`config.mk`:
```
export PLATFORM = sky130hd
export DESIGN_NAME = instr_queue_flat
export DESIGN_NICKNAME = d
export VERILOG_FILES = /design/src/rtl/cpu_isa_pkg.sv /design/src/rtl/instr_queue_if.sv /design/src/rtl/iq_storage.sv /design/src/rtl/instr_queue.sv /design/src/flat_wrapper.sv
export SDC_FILE = /design/constraint.sdc
export NUM_CORES = 1
export LEC_CHECK = 0
export CAP_MARGIN = 20
export CELL_PAD_IN_SITES_DETAIL_PLACEMENT = 1
export CELL_PAD_IN_SITES_GLOBAL_PLACEMENT = 2
export CORE_ASPECT_RATIO = 0.9
export CORE_MARGIN = 2
export CORE_UTILIZATION = 45
export DETAILED_ROUTE_END_ITERATION = 7
export DONT_BUFFER_PORTS = 1
export PLACE_DENSITY = 0.87
export SYNTH_ARGS = -nofsm -noshare
export SYNTH_HDL_FRONTEND = slang
export SYNTH_HIERARCHICAL = 1
export SYNTH_SLANG_ARGS = --single-unit
```
`constraint.sdc`:
```
create_clock -name clk -period 7 [get_ports clk]
set_input_delay 0.7 -clock clk [delete_from_list [all_inputs] [get_ports clk]]
set_output_delay 0.7 -clock clk [all_outputs]
set_load 0.005 [all_outputs]
```
`src/rtl/cpu_isa_pkg.sv`:
```
// Shared ISA definitions: default field widths and the opcode set that decode
// interprets from the queue's opcode field.
package cpu_isa_pkg;

    localparam int DEF_OPCODE_W  = 4;
    localparam int DEF_OPERAND_W = 16;
    localparam int DEF_PC_W      = 8;
    localparam int INSTR_W       = DEF_OPCODE_W + DEF_OPERAND_W;

    typedef enum logic [DEF_OPCODE_W-1:0] {
        OP_NOP   = 4'h0,
        OP_LOAD  = 4'h1,
        OP_STORE = 4'h2,
        OP_ADD   = 4'h3,
        OP_SUB   = 4'h4,
        OP_AND   = 4'h5,
        OP_OR    = 4'h6,
        OP_XOR   = 4'h7,
        OP_JMP   = 4'h8,
        OP_BEQ   = 4'h9,
        OP_HALT  = 4'hF
    } opcode_e;

endpackage

```
`src/rtl/instr_queue_if.sv`:
```
// Fetch-to-decode queue bus. Both sides use valid/ready: a transfer happens on a
// rising edge where valid && ready; valid never waits on ready.
interface instr_queue_if #(
    parameter int OPCODE_W  = cpu_isa_pkg::DEF_OPCODE_W,
    parameter int OPERAND_W = cpu_isa_pkg::DEF_OPERAND_W,
    parameter int PC_W      = cpu_isa_pkg::DEF_PC_W,
    parameter int DEPTH     = 4
) ();
    localparam int CNT_W = $clog2(DEPTH + 1);

    logic                          flush;
    logic                          in_valid;
    logic                          in_ready;
    logic [OPCODE_W+OPERAND_W-1:0] in_data;
    logic [PC_W-1:0]               in_pc;
    logic                          out_valid;
    logic                          out_ready;
    logic [OPCODE_W-1:0]           opcode;
    logic signed [OPERAND_W-1:0]   operand;
    logic [PC_W-1:0]               out_pc;
    logic [CNT_W-1:0]              count;

    modport master (
        output flush, in_valid, in_data, in_pc, out_ready,
        input  in_ready, out_valid, opcode, operand, out_pc, count
    );

    modport slave (
        input  flush, in_valid, in_data, in_pc, out_ready,
        output in_ready, out_valid, opcode, operand, out_pc, count
    );

endinterface

```
`src/rtl/iq_storage.sv`:
```
// Circular entry store for the instruction queue: write at the write pointer on
// push, combinational read at the read pointer. Pointers wrap at DEPTH-1.
module iq_storage #(
    parameter int DEPTH = 4,
    parameter int W     = 28
) (
    input  logic         clk,
    input  logic         rst_n,
    input  logic         i_clr,
    input  logic         i_push,
    input  logic         i_pop,
    input  logic [W-1:0] i_wdata,
    output logic [W-1:0] o_rdata
);
    localparam int PTR_W = $clog2(DEPTH);
    localparam logic [PTR_W-1:0] LAST = PTR_W'(DEPTH - 1);

    logic [W-1:0]     r_mem [DEPTH];
    logic [PTR_W-1:0] r_wr_ptr;
    logic [PTR_W-1:0] r_rd_ptr;

    // Explicit wrap so non-power-of-two depths never index past the last entry.
    function automatic logic [PTR_W-1:0] wrap_inc(input logic [PTR_W-1:0] p);
        return (p == LAST) ? '0 : p + PTR_W'(1);
    endfunction

    always_ff @(posedge clk) begin
        if (i_push && !i_clr) begin
            r_mem[r_wr_ptr] <= i_wdata;
        end
    end

    always_ff @(posedge clk or negedge rst_n) begin
        if (!rst_n) begin
            r_wr_ptr <= '0;
            r_rd_ptr <= '0;
        end else if (i_clr) begin
            r_wr_ptr <= '0;
            r_rd_ptr <= '0;
        end else begin
            if (i_push) r_wr_ptr <= wrap_inc(r_wr_ptr);
            if (i_pop)  r_rd_ptr <= wrap_inc(r_rd_ptr);
        end
    end

    assign o_rdata = r_mem[r_rd_ptr];

endmodule

```
`src/rtl/instr_queue.sv`:
```
// DEPTH-entry show-ahead instruction prefetch queue with PC tags and a
// synchronous branch flush; splits each word into opcode and signed operand.
module instr_queue import cpu_isa_pkg::*; #(
    parameter int OPCODE_W  = DEF_OPCODE_W,
    parameter int OPERAND_W = DEF_OPERAND_W,
    parameter int PC_W      = DEF_PC_W,
    parameter int DEPTH     = 4
) (
    input  logic          clk,
    input  logic          rst_n,
    instr_queue_if.slave  bus
);
    localparam int IW    = OPCODE_W + OPERAND_W;
    localparam int EW    = IW + PC_W;
    localparam int CNT_W = $clog2(DEPTH + 1);
    localparam logic [CNT_W-1:0] FULL = CNT_W'(DEPTH);

    logic [CNT_W-1:0] r_count;
    logic [EW-1:0]    r_last;
    logic [EW-1:0]    w_rdata;
    logic [EW-1:0]    w_head;
    logic             w_push;
    logic             w_pop;

    // in_ready depends on count alone, so a full queue never accepts even while popping.
    assign bus.in_ready  = (r_count != FULL);
    assign bus.out_valid = (r_count != '0);
    assign w_push        = bus.in_valid && bus.in_ready;
    assign w_pop         = bus.out_valid && bus.out_ready;

    iq_storage #(
        .DEPTH (DEPTH),
        .W     (EW)
    ) u_storage (
        .clk     (clk),
        .rst_n   (rst_n),
        .i_clr   (bus.flush),
        .i_push  (w_push),
        .i_pop   (w_pop),
        .i_wdata ({bus.in_data, bus.in_pc}),
        .o_rdata (w_rdata)
    );

    always_ff @(posedge clk or negedge rst_n) begin
        if (!rst_n) begin
            r_count <= '0;
            r_last  <= '0;
        end else if (bus.flush) begin
            r_count <= '0;
            r_last  <= '0;
        end else begin
            if (w_push && !w_pop)      r_count <= r_count + CNT_W'(1);
            else if (!w_push && w_pop) r_count <= r_count - CNT_W'(1);
            if (w_pop) r_last <= w_rdata;
        end
    end

    // When empty the fields hold the last popped entry (zero after reset/flush).
    assign w_head      = bus.out_valid ? w_rdata : r_last;
    assign bus.opcode  = w_head[EW-1 -: OPCODE_W];
    assign bus.operand = w_head[PC_W +: OPERAND_W];
    assign bus.out_pc  = w_head[PC_W-1:0];
    assign bus.count   = r_count;

    always_ff @(posedge clk) begin
        if (rst_n) begin
            assert (r_count <= FULL);
            assert (!(w_pop && r_count == '0));
        end
    end

endmodule
```
`src/flat_wrapper.sv`:
```
// flat-port wrapper written by rule: the top's interface ports become plain ports
module instr_queue_flat import cpu_isa_pkg::*;
#(
    parameter int OPCODE_W  = DEF_OPCODE_W,
    parameter int OPERAND_W = DEF_OPERAND_W,
    parameter int PC_W      = DEF_PC_W,
    parameter int DEPTH     = 4
)
  (clk, rst_n, bus_flush, bus_in_valid, bus_in_data, bus_in_pc, bus_out_ready, bus_in_ready, bus_out_valid, bus_opcode, bus_operand, bus_out_pc, bus_count);
  instr_queue_if #(.OPCODE_W(OPCODE_W), .OPERAND_W(OPERAND_W), .PC_W(PC_W), .DEPTH(DEPTH)) bus_i ();
  input  logic clk;
  input  logic rst_n;
  input wire logic [$bits(bus_i.flush)-1:0] bus_flush;
  input wire logic [$bits(bus_i.in_valid)-1:0] bus_in_valid;
  input wire logic [$bits(bus_i.in_data)-1:0] bus_in_data;
  input wire logic [$bits(bus_i.in_pc)-1:0] bus_in_pc;
  input wire logic [$bits(bus_i.out_ready)-1:0] bus_out_ready;
  output wire logic [$bits(bus_i.in_ready)-1:0] bus_in_ready;
  output wire logic [$bits(bus_i.out_valid)-1:0] bus_out_valid;
  output wire logic [$bits(bus_i.opcode)-1:0] bus_opcode;
  output wire logic [$bits(bus_i.operand)-1:0] bus_operand;
  output wire logic [$bits(bus_i.out_pc)-1:0] bus_out_pc;
  output wire logic [$bits(bus_i.count)-1:0] bus_count;
  assign bus_i.flush = bus_flush;
  assign bus_i.in_valid = bus_in_valid;
  assign bus_i.in_data = bus_in_data;
  assign bus_i.in_pc = bus_in_pc;
  assign bus_i.out_ready = bus_out_ready;
  assign bus_in_ready = bus_i.in_ready;
  assign bus_out_valid = bus_i.out_valid;
  assign bus_opcode = bus_i.opcode;
  assign bus_operand = bus_i.operand;
  assign bus_out_pc = bus_i.out_pc;
  assign bus_count = bus_i.count;
  instr_queue #(.OPCODE_W(OPCODE_W), .OPERAND_W(OPERAND_W), .PC_W(PC_W), .DEPTH(DEPTH)) u_core (.clk(clk), .rst_n(rst_n), .bus(bus_i));
endmodule
```
==> reports/results.txt, run 1 <==
run status: finished, final reports clean
Setup WS post-layout: 3.950 ns
commonest cells after routing, fill and taps aside: 112 x sky130_fd_sc_hd__edfxtp_1, 50 x sky130_fd_sc_hd__nand2_1, 34 x sky130_fd_sc_hd__dfrtp_1, 28 x sky130_fd_sc_hd__mux4_2, 21 x sky130_fd_sc_hd__a21oi_1
register share of total power: 43.4%
Via density: 5.677
Hold Vio Cnt, Final: 0
Critical Path Start Type: register
Bufs on Longest Clock Path: 2
Die Area: 0.01476 mm^2
critical path capture point type: output port
number of remaining DRC errors: 0
most heavily used metal layer in global routing: met2
RR Endpoint: u_core/u_storage/r_mem[3][23]$_DFFE_PP_
fraction of the yosys area taken by sequential cells: 68.27%
yosys synthesis warning count: 6
number of antenna violations at the first check in global routing: 0
CTS tree: yes
headroom to the max-slew limit: 43.64%
clk slew on worst S/H paths: 0.05 ns
peak clock frequency supported by timing: 327.8 MHz
Overall Global Routing Usage: 18.61%
share of flip-flops with an asynchronous set or reset: 23.81%
number of cells on the worst reg-to-reg path: 4
time the worst path needs with I/O delays and setup: 3.050 ns
count of buffers inserted at the top-level ports: 0
dominant synthesized flop cell: sky130_fd_sc_hd__edfxtp_1
postcts setup bufs: 0
sum of routed wire length over all layers: 12.57 mm
ANT nets after route: 0
capture point of the critical path: bus_out_pc[1]
reported leakage power: 2.383 nW
CTS Sinks: 147
count of inserted antenna diode cells: 0
most common library cell in the layout ignoring fill and taps: sky130_fd_sc_hd__edfxtp_1
remaining global-route overflow: 0
pin count of the biggest net entering global routing: 37
pwr/cell area: 371.9 mW/mm^2
Synth Net Count: 403
Total Power Consumption: 2.554 mW
worst-margin pin slew: 0.8454 ns
die extent in x: 127.8 um
grt met2 use: 31.23%
Mapped Avg Cell Area: 17.06 um^2
Hold WC Path Type: primary input to asynchronous set/reset pin
peak fanout along the critical path: 16
cell row count: 40
fraction of final layout cells sized beyond drive strength 1: 25.00%
worst hold slack: 0.1301 ns
distinct cell type count of the synthesized netlist: 43
wire length of the first global-routing pass: 19.85 mm
part of the power in combinational logic: 24.4%
number of setup violations in the final report: 0
post-cts repair resize count: 0
hold buffer count at CTS: 1
arrival time worst endpoint: 2.35 ns
Placement Setup Slack: 4.180 ns
startpoint of the worst register-to-register path: u_core/bus.count[0]$_DFFE_PN0P_
post-route clock period utilization: 43.58%
Switch Pwr: 0.7339 mW
Iter 0 DRT Violations: 184
share of the core filled with cells: 51.20%
register bit count reported by yosys: 147
number of synthesized flops with an enable pin: 112
maximum clock skew at final layout: 0.009467 ns
initial core utilization: 46.30%
number of vias in the routed layout: 3111
average routed wire per standard cell: 22.93 um
Cells after Synth: 364
clock latency on the worst-skew pair: 0.41 ns
height of the chip: 115.4 um
final RePlAce weighted congestion: 0.6916
maximum level of the CTS H-tree: 4
setup repair after global routing missed its margin: no
GR met1 Demand/Resource: 22.20%
detailed-placement wirelength estimate: 7.327 mm
via count of the first global-routing pass: 3441
area of the core: 0.01341 mm^2
r2r setup slk: 4.42 ns
Setup Total Neg Slack: 0 ns
Layout Nets: 406
netlist area before placement: 0.006210 mm^2
Critical Path Start: u_core/u_storage/r_rd_ptr[1]$_DFFE_PN0P_
max-cap violation count: 0
Filler cells: 1250
I/O pin total: 66
fraction of power spent switching nets: 28.73%
cts bufs inserted: 17
Worst Path Class, Setup: register to output port
number of iterations in the first detailed-routing pass: 6
buffer cell driving the clock tree root: sky130_fd_sc_hd__clkbuf_16
Clk pwr share: 32.2%
max-slew violation total from the final report: 0
total internal power: 1.821 mW
IR Drop Worst-Case VDD: 0.2619 mV
Layout area overhead: 10.60%
fraction of met3 tracks used by global routing: 7.525%
CP Data Required Time: 6.30 ns
==> per-stage QoR <==
step,instances,cell area [um^2]
floorplan,364,6210
CTS,547,6848
global placement,514,6295
detailed placement,514,6295
finish,548,6868
global route,548,6868
==> area by class of cell <==
class	instances	area (um^2)	share of cell area [%]
Inverter	7	26.28	0.3826
Sequential cell	147	4240	61.74
Multi-Input combinational cell	189	1795	26.14
Clock inverter	7	57.56	0.8380
Clock buffer	25	475.5	6.923
Timing Repair Buffer	5	62.56	0.9109
Tap cell	168	210.2	3.061
==> worst max-delay path, stage by stage (launching register included) <==
cell and delay [ns]:
sky130_fd_sc_hd__dfrtp_1 0.83, sky130_fd_sc_hd__buf_4 0.40, sky130_fd_sc_hd__mux4_2 0.37, sky130_fd_sc_hd__mux2_1 0.33
==> flip-flops by register name, summed over array words and instances, names as in the netlist <==
signal,count
u_core/r_last,28
u_core/u_storage/r_wr_ptr,2
u_core/bus.count,3
u_core/u_storage/r_rd_ptr,2
u_core/u_storage/r_mem,112
==> how the worst min path moves through the flow <==
stage                from                         endpoint  slack, ns
global route        rst_n    u_core/r_last[27]$_DFFE_PN0P_       0.12
global placement    rst_n    u_core/r_last[27]$_DFFE_PN0P_       0.41
CTS                 rst_n    u_core/r_last[27]$_DFFE_PN0P_       0.12
detailed placement  rst_n    u_core/r_last[27]$_DFFE_PN0P_       0.41
finish              rst_n    u_core/r_last[27]$_DFFE_PN0P_       0.13
floorplan           rst_n  u_core/bus.count[0]$_DFFE_PN0P_       0.40
==> routing by layer <==
layer,vias up,wire [um],share of wire (%)
li1,1378,-,-
met1,1656,5164,41
met2,67,6395,51
met3,10,872,6.9
met4,0,132,1.1
met5,-,0,0
==> Yosys cell counts (all sizes together) (2+ instances only) <==
cell type,count,area (um^2)
dfrtp,35,875.8
nand3,2,10.01
nand2,59,244.0
and2,5,31.28
inv,7,26.28
buf,20,165.2
nor2,4,15.01
mux4,28,630.6
or3b,3,26.28
o21ai,2,10.01
mux2,28,349.1
edfxtp,112,3363
ha,5,62.56
a21oi,31,192.7
xnor2,2,17.52
mux2i,2,20.02
==> power by group through the flow <==
| stage | clock network [mW] | logic, mW | registers, mW |
|---|---|---|---|
| after floorplan | 0 | 0.555 | 1.08 |
| after global placement | 0 | 0.580 | 1.13 |
| after detailed placement | 0 | 0.607 | 1.14 |
| after CTS | 0.838 | 0.619 | 1.13 |
| after global routing | 0.874 | 0.688 | 1.12 |
| final | 0.822 | 0.624 | 1.11 |
==> kinds of logic after synthesis <==
| kind of cell | after synthesis | share of synthesized area (%) |
|---|---|---|
| buf+inv | 28 | 3.143 |
| fa+ha+maj | 6 | 1.330 |
| flops | 147 | 68.27 |
| xor+xnor | 3 | 0.4232 |
| simple gates | 80 | 6.146 |
| compound gates | 42 | 4.594 |
| mux | 58 | 16.10 |
Power figures use the tool's default switching activity.
==> run 2: changes to the inputs <==
CORE_UTILIZATION = 42   (was 45)
PLACE_DENSITY = 0.86   (was 0.87)
clock period = 2.7 ns   (was 7 ns; I/O delays follow)
==> run 2 against run 1 <==
Compared with the run above: via count rose by 4.6%; sequential share of layout area decreased by 3.6 points; hold slack lost 0.11 ns; clock power rose to 2.6 times the previous value; non-clock buffer count up 39; setup slack lost 3.7 ns; die area increased by 6.9%; highest routed layer unchanged; cell count rose by 13%; largest cell class unchanged; utilization decreased by 1.1 points; largest power group unchanged; register-to-register slack lost 4.0 ns; cell area increased by 6.3%.
==> reports/results.txt, run 2 (same netlist as run 1, synthesis figures left out) <==
run status: finished, final reports clean (unchanged)
average routed wire per standard cell: 20.76 um (was 22.93 um)
cell breakdown of the critical path: buf_12, mux4_2, mux2_1 (was buf_4, mux4_2, mux2_1)
Bufs on Longest Clock Path: 2 (unchanged)
fraction of final layout cells sized beyond drive strength 1: 24.58% (was 25.00%)
initial core utilization: 42.66% (was 46.30%)
number of setup violations in the final report: 0 (unchanged)
commonest cells after routing, fill and taps aside: 112 x sky130_fd_sc_hd__edfxtp_1, 50 x sky130_fd_sc_hd__nand2_1, 34 x sky130_fd_sc_hd__dfrtp_1, 29 x sky130_fd_sc_hd__dlygate4sd3_1, 28 x sky130_fd_sc_hd__mux4_2 (was 112 x sky130_fd_sc_hd__edfxtp_1, 50 x sky130_fd_sc_hd__nand2_1, 34 x sky130_fd_sc_hd__dfrtp_1, 28 x sky130_fd_sc_hd__mux4_2, 21 x sky130_fd_sc_hd__a21oi_1)
postcts setup bufs: 0 (unchanged)
IR Drop Worst-Case VDD: 0.5490 mV (was 0.2619 mV)
Buf/Inv on CP: 1 (unchanged)
critical path capture point type: output port (unchanged)
pwr/cell area: 927.0 mW/mm^2 (was 371.9 mW/mm^2)
setup repair after global routing missed its margin: no (unchanged)
Total Power Consumption: 6.766 mW (was 2.554 mW)
critical-path cell with the highest stage delay: sky130_fd_sc_hd__dfrtp_2 (was sky130_fd_sc_hd__dfrtp_1)
maximum clock skew at final layout: 0.008766 ns (was 0.009467 ns)
largest stage delay on the critical path: 0.60 ns (was 0.83 ns)
buffer cell driving the clock tree root: sky130_fd_sc_hd__clkbuf_16 (unchanged)
Layout Nets: 445 (was 406)
Filler cells: 1364 (was 1250)
wire length of the first global-routing pass: 20.59 mm (was 19.85 mm)
Setup Total Neg Slack: 0 ns (unchanged)
area of the core: 0.01456 mm^2 (was 0.01341 mm^2)
sum of routed wire length over all layers: 12.81 mm (was 12.57 mm)
Critical Path Start Type: register (unchanged)
placed cells: 554 (was 514)
Post-Layout Cell Count: 617 (was 548)
CTS Sinks: 147 (unchanged)
via count of the first global-routing pass: 3677 (was 3441)
Hold Vio Cnt, Final: 0 (unchanged)
clock latency on the worst-skew pair: 0.41 ns (about the same)
I/O pin total: 66 (unchanged)
max reg flops: 112 (unchanged)
Hold WC Path Type: primary input to register (was primary input to asynchronous set/reset pin)
detailed-placement wirelength estimate: 7.521 mm (was 7.327 mm)
headroom to the max-slew limit: 66.57% (was 43.64%)
cell row count: 42 (was 40)
final RePlAce weighted congestion: 0.6855 (was 0.6916)
arrival time worst endpoint: 2.16 ns (was 2.35 ns)
ANT nets after route: 0 (unchanged)
most common library cell in the layout ignoring fill and taps: sky130_fd_sc_hd__edfxtp_1 (unchanged)
peak clock frequency supported by timing: 411.3 MHz
height of the chip: 119.4 um (was 115.4 um)
post-route clock period utilization: 90.06%
count of inserted antenna diode cells: 0 (unchanged)
clk slew on worst S/H paths: 0.06 ns (was 0.05 ns)
max-slew violation total from the final report: 0 (unchanged)
max-cap violation count: 0 (unchanged)
number of vias in the routed layout: 3254 (was 3111)
number of remaining DRC errors: 0 (unchanged)
area taken by multi-input logic gates: 0.001790 mm^2 (was 0.001795 mm^2)
Worst Path Class, Setup: register to output port (unchanged)
Die Area: 0.01578 mm^2 (was 0.01476 mm^2)
CP Data Required Time: 2.43 ns (was 6.30 ns)
number of iterations in the first detailed-routing pass: 4 (was 6)
maximum level of the CTS H-tree: 4 (unchanged)
family with the most delay on the worst path: multiplexers (was flip-flops)
die extent in x: 132.2 um (was 127.8 um)
cts bufs inserted: 17 (unchanged)
time the worst path needs with I/O delays and setup: 2.432 ns
number of antenna violations at the first check in global routing: 0 (unchanged)
pin count of the biggest net entering global routing: 36 (was 37)
CTS tree: yes (unchanged)
Overall Global Routing Usage: 17.56% (was 18.61%)
remaining global-route overflow: 0 (unchanged)
reported leakage power: 2.570 nW (was 2.383 nW)
peak fanout along the critical path: 22 (was 16)
count of buffers inserted at the top-level ports: 0 (unchanged)
worst-margin pin slew: 0.5015 ns (was 0.8454 ns)
share of the core filled with cells: 50.14% (was 51.20%)
Iter 0 DRT Violations: 224 (was 184)
Via density: 5.274 (was 5.677)
largest reg by FF count: u_core/u_storage/r_mem (unchanged)
Layout area overhead: 17.53% (was 10.60%)
flip-flop and latch area: 0.004240 mm^2 (unchanged)
## run 2: cell count changes in the layout (fill, tap and decap cells not counted), sizes merged
| cell | change |
|---|---|
| dlygate4sd3 | +29 |
| buf | +10 |
| clkbuf | +1 |
| clkinv | -1 |
## run 2: timing repair
item,in CTS,in global routing
gates resized for setup,0,0
hold endpoints to repair,180,0
setup endpoints to repair,0,0
hold buffers,31,0
## run 2: worst paths after layout
| path | startpoint | endpoint | slack [ns] | cells after the start |
|---|---|---|---|---|
| worst max-delay path | u_core/u_storage/r_rd_ptr[0]$_DFFE_PN0P_ | bus_operand[3] | 0.27 | 3 |
| worst min-delay path | bus_flush | u_core/bus.count[2]$_DFFE_PN0P_ | 0.02 | 2 |
| worst max register to register | u_core/bus.count[1]$_DFFE_PN0P_ | u_core/bus.count[2]$_DFFE_PN0P_ | 0.38 | 7 |
| worst min register to register | u_core/r_last[22]$_DFFE_PN0P_ | u_core/r_last[22]$_DFFE_PN0P_ | 0.53 | 2 |
| max in group asynchronous | rst_n | u_core/r_last[22]$_DFFE_PN0P_ | 2.15 | 2 |
| min in group asynchronous | rst_n | u_core/r_last[15]$_DFFE_PN0P_ | 0.34 | 2 |
## run 2: worst register-to-register path, stage by stage (launching register included)
cell	delay, ns
sky130_fd_sc_hd__dfrtp_1	0.37
sky130_fd_sc_hd__nor2_1	0.28
sky130_fd_sc_hd__a21oi_1	0.21
sky130_fd_sc_hd__and2_1	0.19
sky130_fd_sc_hd__fa_1	0.44
sky130_fd_sc_hd__or3b_1	0.39
sky130_fd_sc_hd__a221oi_2	0.22
sky130_fd_sc_hd__a211oi_1	0.09
## run 2: stage by stage
step | hold WS (ns) | setup WS, ns | area (um^2)
after floorplan | -0.02559 | 0.4762 | 6210
after global placement | -0.02475 | 0.5329 | 6415
after detailed placement | -0.02502 | 0.3841 | 6415
after CTS | 0.0001370 | 0.1848 | 7298
after global routing | 0.003156 | 0.1101 | 7298
final | 0.02472 | 0.2685 | 7298
## run 2: final cells by class
class | instances | area share, %
sequential | 147 | 58.10
multi-input combinational | 189 | 24.53
timing repair buffer | 44 | 6.035
clock buffer | 26 | 6.840
clock inverter | 6 | 0.7372
tap | 198 | 3.394
inverter | 7 | 0.3600
## run 2: per-layer routing
| layer | wire (um) | part of all wire [%] | vias to the layer above | GRT usage, % |
|---|---|---|---|---|
| met3 | 622 | 4.9 | 7 | 6.130 |
| met2 | 6734 | 53 | 73 | 29.69 |
| met1 | 5350 | 42 | 1715 | 21.30 |
| met4 | 102 | 0.80 | 0 | 5.511 |
| li1 | - | - | 1459 | - |
| met5 | 0 | 0 | - | 0 |
## run 2: report_power, final
group          internal [mW]  switching (mW)  total [mW]
clock                   1.36           0.812        2.17
sequential              2.67           0.128        2.80
combinational          0.811           0.987        1.80
total                   4.84            1.93        6.77
==> run 3: changes to the inputs <==
CORE_UTILIZATION = 43   (was 42)
SYNTH_HIERARCHICAL = unset   (was 1)
==> run 3 against run 2 <==
Compared with the run above: combinational power decreased by 17%; largest power group unchanged; sequential power shrank 2%; cell count fell by 15%; critical path depth up 4; utilization increased by 2.2 points; clock skew grew 0.0022 ns.
==> reports/results.txt, run 3 <==
register share of total power: 42.2% (was 41.4%)
clock latency on the worst-skew pair: 0.42 ns (was 0.41 ns)
flip-flop and latch area: 0.004240 mm^2 (unchanged)
area of the core: 0.01346 mm^2 (was 0.01456 mm^2)
remaining global-route overflow: 0 (unchanged)
post-cts repair resize count: 0 (unchanged)
Overall Global Routing Usage: 18.50% (was 17.56%)
Layout area overhead: 18.03% (was 17.53%)
Synth top area share: 56.35% (was 54.16%)
commonest cells after routing, fill and taps aside: 112 x sky130_fd_sc_hd__edfxtp_1, 34 x sky130_fd_sc_hd__dfrtp_1, 31 x sky130_fd_sc_hd__dlygate4sd3_1, 28 x sky130_fd_sc_hd__mux4_2, 28 x sky130_fd_sc_hd__a22o_1 (was 112 x sky130_fd_sc_hd__edfxtp_1, 50 x sky130_fd_sc_hd__nand2_1, 34 x sky130_fd_sc_hd__dfrtp_1, 29 x sky130_fd_sc_hd__dlygate4sd3_1, 28 x sky130_fd_sc_hd__mux4_2)
pwr/cell area: 922.4 mW/mm^2 (was 927.0 mW/mm^2)
ANT nets after route: 0 (unchanged)
die extent in x: 128.2 um (was 132.2 um)
largest reg by FF count: u_core.u_storage.r_mem (was u_core/u_storage/r_mem)
share of the core filled with cells: 52.32% (was 50.14%)
Via density: 5.809 (was 5.274)
pin count of the biggest net entering global routing: 36 (unchanged)
Critical Path Start Type: register (unchanged)
worst-margin pin slew: 0.8522 ns (was 0.5015 ns)
peak clock frequency supported by timing: 408.9 MHz (was 411.3 MHz)
CTS Sinks: 147 (unchanged)
I/O pin total: 66 (unchanged)
buffer cell driving the clock tree root: sky130_fd_sc_hd__clkbuf_16 (unchanged)
netlist area before placement: 0.005968 mm^2 (was 0.006210 mm^2)
number of setup violations in the final report: 0 (unchanged)
Worst Path Class, Setup: register to register (was register to output port)
part of the power in combinational logic: 22.9% (was 26.6%)
sum of routed wire length over all layers: 12.57 mm (was 12.81 mm)
count of buffers inserted at the top-level ports: 0 (unchanged)
cts bufs inserted: 17 (unchanged)
IR Drop Worst-Case VDD: 0.5378 mV (was 0.5490 mV)
cell breakdown of the critical path: nor3b_1, inv_1, and3_1, fa_1, a21bo_2, a311oi_1, o311a_1 (was buf_12, mux4_2, mux2_1)
Die Area: 0.01484 mm^2 (was 0.01578 mm^2)
Layout Nets: 380 (was 445)
CTS tree: yes (unchanged)
post-route clock period utilization: 90.57% (was 90.06%)
detailed-placement wirelength estimate: 7.069 mm (was 7.521 mm)
most common library cell in the layout ignoring fill and taps: sky130_fd_sc_hd__edfxtp_1 (unchanged)
family with the most delay on the worst path: compound AO/OA/AOI/OAI gates (was multiplexers)
maximum clock skew at final layout: 0.01099 ns (was 0.008766 ns)
area taken by multi-input logic gates: 0.001589 mm^2 (was 0.001790 mm^2)
Buf/Inv on CP: 1 (unchanged)
Bufs on Longest Clock Path: 2 (unchanged)
dominant synthesized flop cell: sky130_fd_sc_hd__edfxtp_1 (unchanged)
peak fanout along the critical path: 5 (was 22)
via count of the first global-routing pass: 3530 (was 3677)
number of vias in the routed layout: 3038 (was 3254)
final RePlAce weighted congestion: 0.7277 (was 0.6855)
number of synthesized flops with an enable pin: 112 (unchanged)
largest stage delay on the critical path: 0.45 ns (was 0.60 ns)
Hold Vio Cnt, Final: 0 (unchanged)
run status: finished, final reports clean (unchanged)
Mapped Avg Cell Area: 19.70 um^2 (was 17.06 um^2)
average routed wire per standard cell: 24.04 um (was 20.76 um)
setup repair after global routing missed its margin: no (unchanged)
number of antenna violations at the first check in global routing: 0 (unchanged)
arrival time worst endpoint: 2.80 ns (was 2.16 ns)
maximum level of the CTS H-tree: 4 (unchanged)
Synth Net Count: 341 (was 403)
share of flip-flops with an asynchronous set or reset: 23.81% (unchanged)
critical path capture point type: register (was output port)
cell row count: 40 (was 42)
critical-path cell with the highest stage delay: sky130_fd_sc_hd__fa_1 (was sky130_fd_sc_hd__dfrtp_2)
clk slew on worst S/H paths: 0.06 ns (about the same)
Iter 0 DRT Violations: 231 (was 224)
Setup Total Neg Slack: 0 ns (unchanged)
register bit count reported by yosys: 147 (unchanged)
number of remaining DRC errors: 0 (unchanged)
Hold WC Path Type: primary input to register (unchanged)
yosys synthesis warning count: 0 (was 6)
Area contributors post-synth: sky130_fd_sc_hd__edfxtp_1 56%, sky130_fd_sc_hd__dfrtp_1 15%, sky130_fd_sc_hd__mux4_2 11% (was sky130_fd_sc_hd__edfxtp_1 54%, sky130_fd_sc_hd__dfrtp_1 14%, sky130_fd_sc_hd__mux4_2 10%)
Commonest cells post-synth: 112 x sky130_fd_sc_hd__edfxtp_1, 35 x sky130_fd_sc_hd__dfrtp_1, 28 x sky130_fd_sc_hd__a22o_1, 28 x sky130_fd_sc_hd__mux4_2, 18 x sky130_fd_sc_hd__mux2_2 (was 112 x sky130_fd_sc_hd__edfxtp_1, 50 x sky130_fd_sc_hd__nand2_1, 35 x sky130_fd_sc_hd__dfrtp_1)
headroom to the max-slew limit: 43.19% (was 66.57%)
fraction of final layout cells sized beyond drive strength 1: 28.73% (was 24.58%)
height of the chip: 115.8 um (was 119.4 um)
total internal power: 4.736 mW (was 4.837 mW)
distinct cell type count of the synthesized netlist: 36 (was 43)
count of inserted antenna diode cells: 0 (unchanged)
CP Data Required Time: 3.05 ns (was 2.43 ns)
cell taking the most area after synthesis: sky130_fd_sc_hd__edfxtp_1 (unchanged)
fraction of the yosys area taken by sequential cells: 71.03% (was 68.27%)
max-slew violation total from the final report: 0 (unchanged)
Cells after Synth: 303 (was 364)
number of iterations in the first detailed-routing pass: 4 (unchanged)
initial core utilization: 44.33% (was 42.66%)
Filler cells: 1186 (was 1364)
wire length of the first global-routing pass: 19.84 mm (was 20.59 mm)
worst hold slack: 0.01987 ns (was 0.02472 ns)
reported leakage power: 2.517 nW (was 2.570 nW)
max reg flops: 112 (unchanged)
Switch Pwr: 1.762 mW (was 1.928 mW)
time the worst path needs with I/O delays and setup: 2.445 ns (was 2.432 ns)
max-cap violation count: 0 (unchanged)
fraction of power spent switching nets: 27.12% (was 28.50%)
Clk pwr share: 34.9% (was 32.0%)
most repeated cell in the gate-level netlist after synthesis: sky130_fd_sc_hd__edfxtp_1 (unchanged)
run 3: cell types whose count changed in the layout (fill, tap and decap cells not counted), sizes merged, moves of 3 or more:
cell / previous run / this run
nand2: 59 / 1
clkinv: 5 / 8
a22o: 0 / 28
buf: 15 / 8
clkinvlp: 0 / 3
clkbuf: 26 / 19
a21oi: 31 / 3
or3b: 3 / 0
run 3: stage by stage:
stage                     instance area [um^2]  power [mW]  setup WS, ns  instances
final                                     7044       6.498        0.2547        523
after global routing                      7044       6.784       0.08161        523
after floorplan                           5968       3.932        0.4177        303
after global placement                    6143       4.182        0.4431        459
after CTS                                 7044       6.580        0.2104        523
after detailed placement                  6143       4.231        0.2838        459
run 3: area by class of cell:
cell class              count  area share [%]
multi-input cells         130           22.56
flip-flops and latches    147           60.20
clock buffers              19           6.146
repair buffers             39           5.790
well taps                 168           2.984
inverters                   7          0.3730
clock inverters            13           1.954
run 3: worst register-to-register path, delay by kind of cell (launching register included):
kind                     cells  cell delay, ns
AO/OA/AOI/OAI                3            0.72
adder cells (fa/ha/maj)      1            0.45
buffers and inverters        1            0.18
flip-flops                   1            0.38
AND/OR/NAND/NOR              2            0.64
run 3: repair_timing:
action | CTS | global route
buffers inserted | 0 | 0
hold buffers | 32 | 0
endpoints found under the hold margin | 152 | 0
run 3: layer usage:
metal / share of wire [%] / up-vias / GRT usage [%]
li1: - / 1311 / -
met1: 40 / 1641 / 21.91
met2: 54 / 71 / 32.59
met3: 4.6 / 15 / 4.894
met4: 1.3 / 0 / 7.179
met5: 0 / - / 0
run 3: cell families after synthesis:
| group | share of synthesized area [%] |
|---|---|
| AOI/OAI and AO/OA | 6.331 |
| xor gates and xnor gates | 0.2936 |
| adders and majority gates | 1.174 |
| buffers and inverters | 2.474 |
| DFF | 71.03 |
| muxes | 16.75 |
| and+or+nand+nor | 1.949 |
run 3: power groups by stage:
stage               Combinational [mW]  Clock [mW]  Sequential, mW
floorplan                         1.21           0            2.73
global placement                  1.41           0            2.77
detailed placement                1.44           0            2.79
CTS                               1.52        2.31            2.74
global route                      1.62        2.40            2.77
finish                            1.49        2.27            2.74
run 3: final timing paths:
| kind | cells past startpoint | endpoint | slack (ns) | from |
|---|---|---|---|---|
| setup / recovery | 7 | u_core.bus.count[2]$_DFFE_PN0P_ | 0.25 | u_core.bus.count[1]$_DFFE_PN0P_ |
| hold / removal | 2 | u_core.u_storage.r_wr_ptr[0]$_DFFE_PN0P_ | 0.02 | bus_in_valid |
| setup reg to reg | 7 | u_core.bus.count[2]$_DFFE_PN0P_ | 0.25 | u_core.bus.count[1]$_DFFE_PN0P_ |
| hold reg to reg | 1 | u_core.r_last[2]$_DFFE_PN0P_ | 0.50 | u_core.r_last[2]$_DFFE_PN0P_ |
| max in group asynchronous | 2 | u_core.r_last[13]$_DFFE_PN0P_ | 2.14 | rst_n |
| min in group asynchronous | 2 | u_core.r_last[3]$_DFFE_PN0P_ | 0.33 | rst_n |
